===== config.mk =====
export PLATFORM = sky130hd
export DESIGN_NAME = qq_host_port_flat
export DESIGN_NICKNAME = d
export VERILOG_FILES = /design/src/rtl/qq_host_port_if.sv /design/src/rtl/qq_host_port.sv /design/src/flat_wrapper.sv
export SDC_FILE = /design/constraint.sdc
export NUM_CORES = 1
export LEC_CHECK = 0
export ABC_AREA = 1
export CORE_ASPECT_RATIO = 0.6
export CORE_UTILIZATION = 46
export DETAILED_ROUTE_END_ITERATION = 8
export GPL_ROUTABILITY_DRIVEN = 0
export PLACE_DENSITY_LB_ADDON = 0.25
export SKIP_CTS_REPAIR_TIMING = 1
export SLEW_MARGIN = 20
export SYNTH_ARGS = -nofsm -noshare
export SYNTH_HDL_FRONTEND = slang
export SYNTH_SLANG_ARGS = --single-unit

===== constraint.sdc =====
create_clock -name clk -period 2.32 [get_ports clk]
set_input_delay 0.232 -clock clk [delete_from_list [all_inputs] [get_ports clk]]
set_output_delay 0.232 -clock clk [all_outputs]
set_load 0.005 [all_outputs]

===== src/rtl/qq_host_port_if.sv =====
// Host-facing command/response channel of the QuickQueue front end.
// The host drives commands and takes responses; the port is the slave.
interface qq_host_port_if;
  logic        cmd_valid;
  logic [1:0]  cmd_op;
  logic [31:0] cmd_data;
  logic        cmd_ready;
  logic        rsp_valid;
  logic [31:0] rsp_data;
  logic        rsp_empty;
  logic        rsp_err;
  logic        rsp_ready;

  modport master (
    output cmd_valid, cmd_op, cmd_data, rsp_ready,
    input  cmd_ready, rsp_valid, rsp_data, rsp_empty, rsp_err
  );
  modport slave (
    input  cmd_valid, cmd_op, cmd_data, rsp_ready,
    output cmd_ready, rsp_valid, rsp_data, rsp_empty, rsp_err
  );
endinterface


===== src/rtl/qq_host_port.sv =====
// QuickQueue host front end: turns host commands into node-chain strobes,
// tracks occupancy locally and returns data/status on the response channel.
module qq_host_port #(
  parameter int CAPACITY   = 255,
  parameter int TIMEOUT    = 64,
  parameter int CLR_CYCLES = 4
) (
  input  logic          clk,
  input  logic          reset_i,
  qq_host_port_if.slave host,
  output logic [31:0]   node_data_o,
  output logic          node_write_o,
  output logic          node_read_o,
  output logic          node_reset_o,
  input  logic [31:0]   node_data_i,
  input  logic          node_done_i,
  output logic [7:0]    count_o
);
  localparam int TW = (TIMEOUT > 1) ? $clog2(TIMEOUT) : 1;
  localparam int CW = (CLR_CYCLES > 1) ? $clog2(CLR_CYCLES) : 1;
  localparam logic [1:0] OP_ENQ = 2'b00, OP_DEQ = 2'b01, OP_CLR = 2'b10;

  typedef enum logic [2:0] {IDLE, ISSUE, WAIT, RESP, CLEAR} state_t;

  state_t          state, state_nxt;
  logic [1:0]      op_q;
  logic [31:0]     data_q;
  logic [TW-1:0]   tcnt;
  logic [CW-1:0]   ccnt;
  logic [31:0]     rsp_data_q;
  logic            rsp_empty_q, rsp_err_q;
  logic [7:0]      count_q;
  logic            accept, full, empty, tmo_hit, clr_last;

  assign full     = (count_q == 8'(CAPACITY));
  assign empty    = (count_q == 8'd0);
  assign tmo_hit  = (tcnt == TW'(TIMEOUT - 1));
  assign clr_last = (ccnt == CW'(CLR_CYCLES - 1));

  always_ff @(posedge clk) begin
    if (reset_i) state <= IDLE;
    else         state <= state_nxt;
  end

  always_comb begin
    state_nxt      = state;
    accept         = 1'b0;
    host.cmd_ready = 1'b0;
    host.rsp_valid = 1'b0;
    node_write_o   = 1'b0;
    node_read_o    = 1'b0;
    node_reset_o   = 1'b0;
    node_data_o    = 32'h0;
    case (state)
      IDLE: begin
        host.cmd_ready = 1'b1;
        accept         = host.cmd_valid;
        if (accept) begin
          case (host.cmd_op)
            OP_ENQ:  state_nxt = full  ? RESP : ISSUE;
            OP_DEQ:  state_nxt = empty ? RESP : ISSUE;
            OP_CLR:  state_nxt = CLEAR;
            default: state_nxt = RESP;
          endcase
        end
      end
      ISSUE: begin
        node_write_o = (op_q == OP_ENQ);
        node_read_o  = (op_q == OP_DEQ);
        node_data_o  = (op_q == OP_ENQ) ? data_q : 32'h0;
        state_nxt    = WAIT;
      end
      WAIT: begin
        if (node_done_i)  state_nxt = RESP;
        else if (tmo_hit) state_nxt = CLEAR;
      end
      CLEAR: begin
        node_reset_o = 1'b1;
        if (clr_last) state_nxt = RESP;
      end
      RESP: begin
        host.rsp_valid = 1'b1;
        if (host.rsp_ready) state_nxt = IDLE;
      end
      default: state_nxt = IDLE;
    endcase
  end

  // Response fields are fixed at the transition into RESP and held there.
  always_ff @(posedge clk) begin
    if (reset_i) begin
      op_q        <= OP_ENQ;
      data_q      <= 32'h0;
      tcnt        <= '0;
      ccnt        <= '0;
      rsp_data_q  <= 32'h0;
      rsp_empty_q <= 1'b0;
      rsp_err_q   <= 1'b0;
      count_q     <= 8'd0;
    end else begin
      case (state)
        IDLE: if (accept) begin
          op_q        <= host.cmd_op;
          data_q      <= host.cmd_data;
          ccnt        <= '0;
          rsp_data_q  <= 32'h0;
          rsp_empty_q <= 1'b0;
          rsp_err_q   <= 1'b0;
          case (host.cmd_op)
            OP_ENQ:  if (full) rsp_err_q <= 1'b1;
            OP_DEQ:  if (empty) begin
                       rsp_empty_q <= 1'b1;
                       rsp_data_q  <= 32'hFFFF_FFFF;
                     end
            OP_CLR:  ;
            default: rsp_err_q <= 1'b1;
          endcase
        end
        ISSUE: tcnt <= '0;
        WAIT: begin
          tcnt <= tcnt + TW'(1);
          if (node_done_i) begin
            if (op_q == OP_DEQ) begin
              rsp_data_q <= node_data_i;
              count_q    <= count_q - 8'd1;
            end else begin
              rsp_data_q <= data_q;
              count_q    <= count_q + 8'd1;
            end
          end else if (tmo_hit) begin
            // Abort: the chain state is unknown, so it gets reset via CLEAR.
            rsp_err_q  <= 1'b1;
            rsp_data_q <= 32'h0;
            ccnt       <= '0;
          end
        end
        CLEAR: begin
          count_q <= 8'd0;
          ccnt    <= ccnt + CW'(1);
        end
        default: ;
      endcase
    end
  end

  assign host.rsp_data  = rsp_data_q;
  assign host.rsp_empty = rsp_empty_q;
  assign host.rsp_err   = rsp_err_q;
  assign count_o        = count_q;
endmodule


===== src/flat_wrapper.sv =====
// flat-port wrapper written by rule: the top's interface ports become plain ports
module qq_host_port_flat 
#(
  parameter int CAPACITY   = 255,
  parameter int TIMEOUT    = 64,
  parameter int CLR_CYCLES = 4
)
  (clk, reset_i, node_data_o, node_write_o, node_read_o, node_reset_o, node_data_i, node_done_i, count_o, host_cmd_valid, host_cmd_op, host_cmd_data, host_rsp_ready, host_cmd_ready, host_rsp_valid, host_rsp_data, host_rsp_empty, host_rsp_err);
  qq_host_port_if host_i ();
  input  logic clk;
  input  logic reset_i;
  output logic [31:0] node_data_o;
  output logic node_write_o;
  output logic node_read_o;
  output logic node_reset_o;
  input  logic [31:0] node_data_i;
  input  logic node_done_i;
  output logic [7:0] count_o;
  input wire logic [$bits(host_i.cmd_valid)-1:0] host_cmd_valid;
  input wire logic [$bits(host_i.cmd_op)-1:0] host_cmd_op;
  input wire logic [$bits(host_i.cmd_data)-1:0] host_cmd_data;
  input wire logic [$bits(host_i.rsp_ready)-1:0] host_rsp_ready;
  output wire logic [$bits(host_i.cmd_ready)-1:0] host_cmd_ready;
  output wire logic [$bits(host_i.rsp_valid)-1:0] host_rsp_valid;
  output wire logic [$bits(host_i.rsp_data)-1:0] host_rsp_data;
  output wire logic [$bits(host_i.rsp_empty)-1:0] host_rsp_empty;
  output wire logic [$bits(host_i.rsp_err)-1:0] host_rsp_err;
  assign host_i.cmd_valid = host_cmd_valid;
  assign host_i.cmd_op = host_cmd_op;
  assign host_i.cmd_data = host_cmd_data;
  assign host_i.rsp_ready = host_rsp_ready;
  assign host_cmd_ready = host_i.cmd_ready;
  assign host_rsp_valid = host_i.rsp_valid;
  assign host_rsp_data = host_i.rsp_data;
  assign host_rsp_empty = host_i.rsp_empty;
  assign host_rsp_err = host_i.rsp_err;
  qq_host_port #(.CAPACITY(CAPACITY), .TIMEOUT(TIMEOUT), .CLR_CYCLES(CLR_CYCLES)) u_core (.clk(clk), .reset_i(reset_i), .host(host_i), .node_data_o(node_data_o), .node_write_o(node_write_o), .node_read_o(node_read_o), .node_reset_o(node_reset_o), .node_data_i(node_data_i), .node_done_i(node_done_i), .count_o(count_o));
endmodule

==> metrics.md, run 1 <==
| Metric | Value |
|---|---|
| Yosys Warn Count | `0` |
| Total core area | `9320 µm²` |
| Hold slack | `between 0.4 and 0.5 ns` |
| Final hold violation count | `0` |
| Initial DRC count | `between 500 and 600` |
| Root Driver | `clkbuf_16` |
| LEAKAGE | `roughly 2.7 nW` |
| R2R Setup Slk | `0.22 ns` |
| Crit path time final | `2.22 ns` |
| Gr usage total | `26.8%` |
| Syn nets | `roughly 770` |
| Largest net degree at the start of global routing | `between 70 and 80` |
| P per Cell Area | `around 1100 nW/µm²` |
| Hold Path Sink | `u_core.ccnt[1]` |
| Crit end category | `primary output` |
| Skew final | `between 0.005 and 0.006 ns` |
| Status | `finished clean` |
| Synthesis-to-layout area growth | `41.5%` |
| Wire length per cell | `roughly 14 µm` |
| I/O Pins | `150` |
| Final max-slew violation count | `0` |
| Sequential cell area fraction in the yosys report | `38.8%` |
| Crit Path Max Fanout | `33` |
| Final setup viols | `0` |
| Vias in the first global route | `around 4300` |
| VDD IR max | `0.620 mV` |
| Htree depth | `3` |
| Yosys top cell by area | `dfxtp_1` |
| Max-slew headroom | `between 30% and 40%` |
| Final TNS setup | `0 ns` |
| Top cell type's share of synthesized area | `about two fifths` |
| Vias | `slightly below 5000` |
| Layout Utilization | `~68%` |
| Die span in x | `between 100 and 150 µm` |
| Crit path DAT | `1.99 ns` |
| Total wire length | `~14000 µm` |
| Share of layout cells above drive strength 1 | `between 6 and 7%` |
| Remaining DRCs | `0` |
| Chip Height | `78.5 µm` |
| Final ANT Viol Nets | `0` |
| Initial antenna violation count | `0` |
| Setup WS pre-CTS | `~0.25 ns` |
| Worst skew pair latency | `around 0.35 ns` |
| Fmax | `450 MHz` |
| 1st-pass router iterations | `5` |
| Placed cell area | `slightly above 6000 µm²` |
| R2R depth | `11` |
| Hold Path Origin | `u_core.ccnt[1]` |
| First-pass GRT wire length | `about 21000 µm` |
| Cell Area, Synth | `about 4500 µm²` |
| Crit path kind | `reg2out` |
| RR Startpoint | `u_core.tcnt[0]` |
| Layout Nets | `between 800 and 900` |
| Yosys reg bits | `87` |
| Worst Tran Pin Value | `0.973 ns` |
| Num CTS Buffers | `9` |
| I/O Buffers | `~150` |
| Synth Instances | `around 690` |
| Reg clk slew, reported paths | `0.06 ns` |
| Yosys cell types | `34` |
| Inserted Diodes | `0` |
| Die ar. | `10200 µm²` |
| Post-layout worst setup margin | `0.0996 ns` |
| Total grt overflow | `0` |
| Via-to-Cell Ratio | `approximately 5` |
| Max_cap viols | `0` |
| Unrepaired setup endpoints after global routing | `no` |
| Avg Inst Size Synth | `6.52 µm²` |
| Sink Count | `between 80 and 90` |
| Reg-to-reg endpoint | `u_core.host.rsp_data[25]` |
| WP data required | `roughly 2.1 ns` |
| Longest Clk Path Bufs | `2` |
| Crit path launch type | `flip-flop` |
| Starting Density | `48.2%` |
| Finished Cell Area | `roughly 6400 µm²` |
| Worst Hold Depth | `2` |
| Synth area leaders | `dfxtp_1 39%, nand2_1 13%, o21ai_0 8.9%` |
| CTS tree | `done` |
| Hold Path Class | `reg2reg` |
| Tcrit/Tclk final | `between 90% and 100%` |
| Post-DP HPWL | `9650 µm` |
| Row count | `27` |
-- Yosys cell counts (all sizes together) --
| cell | count |
|---|---|
| xor2 | 1 |
| o21a | 1 |
| nand4 | 4 |
| buf | 20 |
| nor4 | 1 |
| o2111ai | 1 |
| nand2 | 160 |
| a221oi | 1 |
| clkbuf | 18 |
| a31oi | 1 |
| dfxtp | 87 |
| ha | 6 |
| o22ai | 1 |
| nor3 | 3 |
| a21oi | 55 |
| a211oi | 1 |
| o21bai | 3 |
| o21ai | 106 |
| o221a | 1 |
| or2 | 2 |
| nand3 | 22 |
| inv | 75 |
| nor2 | 119 |
-- state kept, by name, indices dropped and copies added (netlist names) --
signal,flops
u_core.host.rsp_data,32
u_core.host.rsp_empty,1
u_core.count_o,8
u_core.op_q,2
u_core.tcnt,6
u_core.host.rsp_err,1
u_core.data_q,32
u_core.state,3
u_core.ccnt,2
-- critical path, cell delays in order (launching register included) --
cell and delay [ns]:
dfxtp_1 0.45, inv_1 0.09, nand3_1 0.15, inv_1 0.05, nand2_1 0.08, buf_8 0.24, nor2_1 0.09, clkdlybuf4s50_1 0.47
-- cell families after synthesis --
family | share of synthesized area [%]
AO/OA/AOI/OAI | 19.9
XOR/XNOR | 0.195
adder cells (fa/ha/maj) | 1.67
buffers and inverters | 10.9
flip-flops | 38.8
AND/OR/NAND/NOR | 28.5
-- worst max-delay path by stage --
stage	slack (ns)	end	startpoint
global route	0.02	u_core.host.rsp_data[24]	u_core.tcnt[0]
CTS	-0.01	node_data_o[29]	u_core.state[1]
global placement	0.36	u_core.data_q[28]	host_cmd_valid
floorplan	0.37	u_core.count_o[6]	u_core.op_q[0]
detailed placement	0.25	u_core.host.rsp_data[18]	u_core.tcnt[0]
finish	0.1	node_data_o[29]	u_core.state[1]
-- per-layer routing --
layer	vias to the layer above	global-route usage (%)	part of all wire (%)
li1	2457	-	-
met1	2149	37.7	47
met2	206	39.9	43
met3	10	8.32	9.1
met4	0	5.12	0.77
met5	-	0	0
-- per-stage QoR --
stage	total power, mW	std cells
final	7.15	954
after global routing	7.67	954
after CTS	7.13	954
after detailed placement	5.66	938
after global placement	5.54	938
after floorplan	4.53	689
-- layout make-up --
class                      count  area, µm²
fill                         798       2970
multi-input combinational    489       2270
sequential                    87       1740
timing repair buffer         157       1600
inverter                      75        284
clock buffer                   9        225
tap                          130        163
clock inverter                 7       72.6
-- layout by cell type (no fill, tap or decap), drive strengths merged --
master and n:
nor2 119, nand3 22, xor2 1, bufinv 1, a211oi 1, clkdlybuf4s50 149, dfxtp 87, ha 6
a21oi 55, or2 2, a221oi 1, clkinvlp 2, nand2 160, clkinv 3, o21bai 3, inv 76
buf 8, o22ai 1, o21a 1, clkbuf 9, nand4 4, nor4 1, o2111ai 1, a31oi 1
nor3 3, o21ai 106, o221a 1
-- where the power goes --
group	internal, mW	switching (mW)
logic	1.36	2.11
registers	1.95	0.269
clock network	0.836	0.629
Power figures use the tool's default switching activity.
==> inputs of run 2 (changes only) <==
--- a/config.mk
+++ b/config.mk
@@ -10,6 +10,7 @@
 export CORE_UTILIZATION = 46
 export DETAILED_ROUTE_END_ITERATION = 8
 export GPL_ROUTABILITY_DRIVEN = 0
+export HOLD_SLACK_MARGIN = 0.02
 export PLACE_DENSITY_LB_ADDON = 0.25
 export SKIP_CTS_REPAIR_TIMING = 1
 export SLEW_MARGIN = 20
==> constraint.sdc (replaced) <==
create_clock -name clk -period 2.4 [get_ports clk]
set_input_delay 0.24 -clock clk [delete_from_list [all_inputs] [get_ports clk]]
set_output_delay 0.24 -clock clk [all_outputs]
set_load 0.005 [all_outputs]
==> metrics.md, run 2 (same netlist as run 1, synthesis figures left out) <==
| Metric | Value |
|---|---|
| Fmax | `between 400 and 500 MHz` |
| Via-to-Cell Ratio | `5.12 (was 5.05)` |
| Final max-slew violation count | `0 (unchanged)` |
| I/O Pins | `150 (unchanged)` |
| Status | `finished clean (unchanged)` |
| Layout Nets | `895 (was 896)` |
| Crit path time final | `2.22 ns` |
| Final hold violation count | `0 (unchanged)` |
| Vias | `4873 (was 4822)` |
| Total grt overflow | `0 (unchanged)` |
| Hold Path Class | `reg2reg (unchanged)` |
| Longest Clk Path Bufs | `2 (unchanged)` |
| Final TNS setup | `0 ns (unchanged)` |
| 1st-pass router iterations | `5 (unchanged)` |
| VDD IR max | `0.540 mV (was 0.620 mV)` |
| Crit path launch type | `flip-flop (unchanged)` |
| First-pass GRT wire length | `20800 µm (was 21000 µm)` |
| Most common cell after layout, fill and taps aside | `nand2_1 (unchanged)` |
| I/O Buffers | `149 (unchanged)` |
| CTS tree | `done (unchanged)` |
| Clk network pwr share | `21.9% (was 20.5%)` |
| Worst Hold Depth | `2 (unchanged)` |
| Share of layout cells above drive strength 1 | `6.45% (was 6.67%)` |
| Unrepaired setup endpoints after global routing | `no (unchanged)` |
| P per Cell Area | `1090 nW/µm² (was 1120 nW/µm²)` |
| Worst Tran Pin Value | `0.955 ns (was 0.973 ns)` |
| Sw Share | `41.0% (was 42.1%)` |
| RR Startpoint | `u_core.tcnt[0] (unchanged)` |
| Worst skew pair latency | `0.34 ns (was 0.35 ns)` |
| Num CTS Buffers | `9 (unchanged)` |
| Reg clk slew, reported paths | `0.06 ns (about the same)` |
| Internal power | `4.09 mW (was 4.14 mW)` |
| Post-layout worst setup margin | `0.177 ns (was 0.0996 ns)` |
| Met2 Use GR | `40.3% (was 39.9%)` |
| Starting Density | `48.2% (unchanged)` |
| Hold Path Sink | `u_core.ccnt[1] (unchanged)` |
| Wire length per cell | `13.9 µm (was 14.3 µm)` |
| Chip Height | `78.5 µm (unchanged)` |
| Max_cap viols | `0 (unchanged)` |
| Total core area | `9320 µm² (unchanged)` |
| Post-DP HPWL | `9530 µm (was 9650 µm)` |
| GRT met3 Usage | `7.70% (was 8.32%)` |
| Crit path DAT | `1.98 ns (was 1.99 ns)` |
| Die ar. | `10200 µm² (unchanged)` |
| Crit path kind | `reg2out (unchanged)` |
| Sink Count | `87 (unchanged)` |
| R2R Setup Slk | `0.24 ns (was 0.22 ns)` |
| Max-slew headroom | `36.4% (was 35.1%)` |
| WP data required | `2.16 ns (was 2.09 ns)` |
| Inserted Diodes | `0 (unchanged)` |
| Commonest non-fill, non-tap cells in the layout | `156 x nand2_1, 149 x clkdlybuf4s50_1, 104 x nor2_1 (unchanged)` |
| Initial DRC count | `498 (was 514)` |
| Synthesis-to-layout area growth | `41.2% (was 41.5%)` |
| Initial antenna violation count | `0 (unchanged)` |
| R2R depth | `11 (unchanged)` |
| LEAKAGE | `2.67 nW (about the same)` |
| Tcrit/Tclk final | `about 93%` |
| Gr usage total | `26.3% (was 26.8%)` |
| Skew final | `0.00717 ns (was 0.00567 ns)` |
| Seq pwr share | `30.8% (was 31.0%)` |
| Crit end category | `primary output (unchanged)` |
| Comb pwr share | `47.2% (was 48.5%)` |
| Die span in x | `130 µm (unchanged)` |
| Setup WS pre-CTS | `0.302 ns (was 0.250 ns)` |
| Htree depth | `3 (unchanged)` |
| Root Driver | `clkbuf_16 (unchanged)` |
| Reg-to-reg endpoint | `u_core.host.rsp_data[12] (was u_core.host.rsp_data[25])` |
| Vias in the first global route | `4298 (was 4254)` |
| Hold Path Origin | `u_core.ccnt[1] (unchanged)` |
| Final setup viols | `0 (unchanged)` |
| Final ANT Viol Nets | `0 (unchanged)` |
| Switching power | `2.85 mW (was 3.01 mW)` |
| GRT Max-Usage Layer | `met2 (unchanged)` |
| Remaining DRCs | `0 (unchanged)` |
| Crit Path Max Fanout | `33 (unchanged)` |
| Row count | `27 (unchanged)` |
| Largest net degree at the start of global routing | `72 (unchanged)` |
| Total wire length | `13300 µm (was 13600 µm)` |
| Met1 usage | `36.8% (was 37.7%)` |
-- run 2: changes by cell type in the layout (fill, tap and decap cells not counted), sizes merged --
cell	delta
clkbuf	+1
clkinvlp	-1
buf	-1
clkinv	-2
bufinv	+1
-- run 2: power groups by stage --
| stage | Sequential, mW | Clock, mW | Combinational [mW] |
|---|---|---|---|
| final | 2.14 | 1.52 | 3.28 |
| after global routing | 2.18 | 1.59 | 3.68 |
| after CTS | 2.14 | 1.53 | 3.26 |
| after detailed placement | 2.16 | 0 | 3.24 |
| after global placement | 2.14 | 0 | 3.17 |
| after floorplan | 2.12 | 0 | 2.26 |
-- run 2: critical path, cell delays in order (launching register included) --
cell and delay [ns]:
dfxtp_1 0.44, nand3_1 0.19, inv_1 0.09, nand2_1 0.06, buf_6 0.19, nor2_1 0.15, clkdlybuf4s50_1 0.52
-- run 2: per-stage QoR --
stage               std cells  utilization, %  cell area (µm²)  hold WS [ns]  total power [mW]
detailed placement        937            64.5             6020         0.461              5.41
floorplan                 689               -             4490         0.388              4.38
finish                    952            68.0             6340         0.470              6.94
CTS                       952            68.0             6340         0.470              6.92
global placement          937            64.5             6020         0.454              5.31
global route              952            68.0             6340         0.493              7.45
-- run 2: layer usage --
metal,part of all wire [%],wire length [µm]
met1,47,6250
met2,43,5680
met3,9.5,1270
met4,0.58,77
met5,0,0
-- run 2: final cells by class --
cell class | count | area, µm²
clock buffers | 10 | 239
clock inverters | 5 | 81.3
fillers | 799 | 2980
inverters | 75 | 284
multi-input cells | 489 | 2270
flip-flops and latches | 87 | 1740
well taps | 130 | 163
repair buffers | 156 | 1560
-- run 2: worst max path at each step --
stage | start | end | slack (ns) | cells past startpoint
finish | u_core.state[0] | node_data_o[28] | 0.18 | 6
global route | u_core.tcnt[0] | u_core.host.rsp_data[28] | 0.02 | 11
CTS | u_core.state[1] | node_data_o[28] | 0.12 | 7
detailed placement | u_core.tcnt[0] | u_core.host.rsp_data[14] | 0.30 | 11
global placement | host_cmd_valid | u_core.host.rsp_data[30] | 0.42 | 9
floorplan | u_core.op_q[0] | u_core.count_o[6] | 0.45 | 11
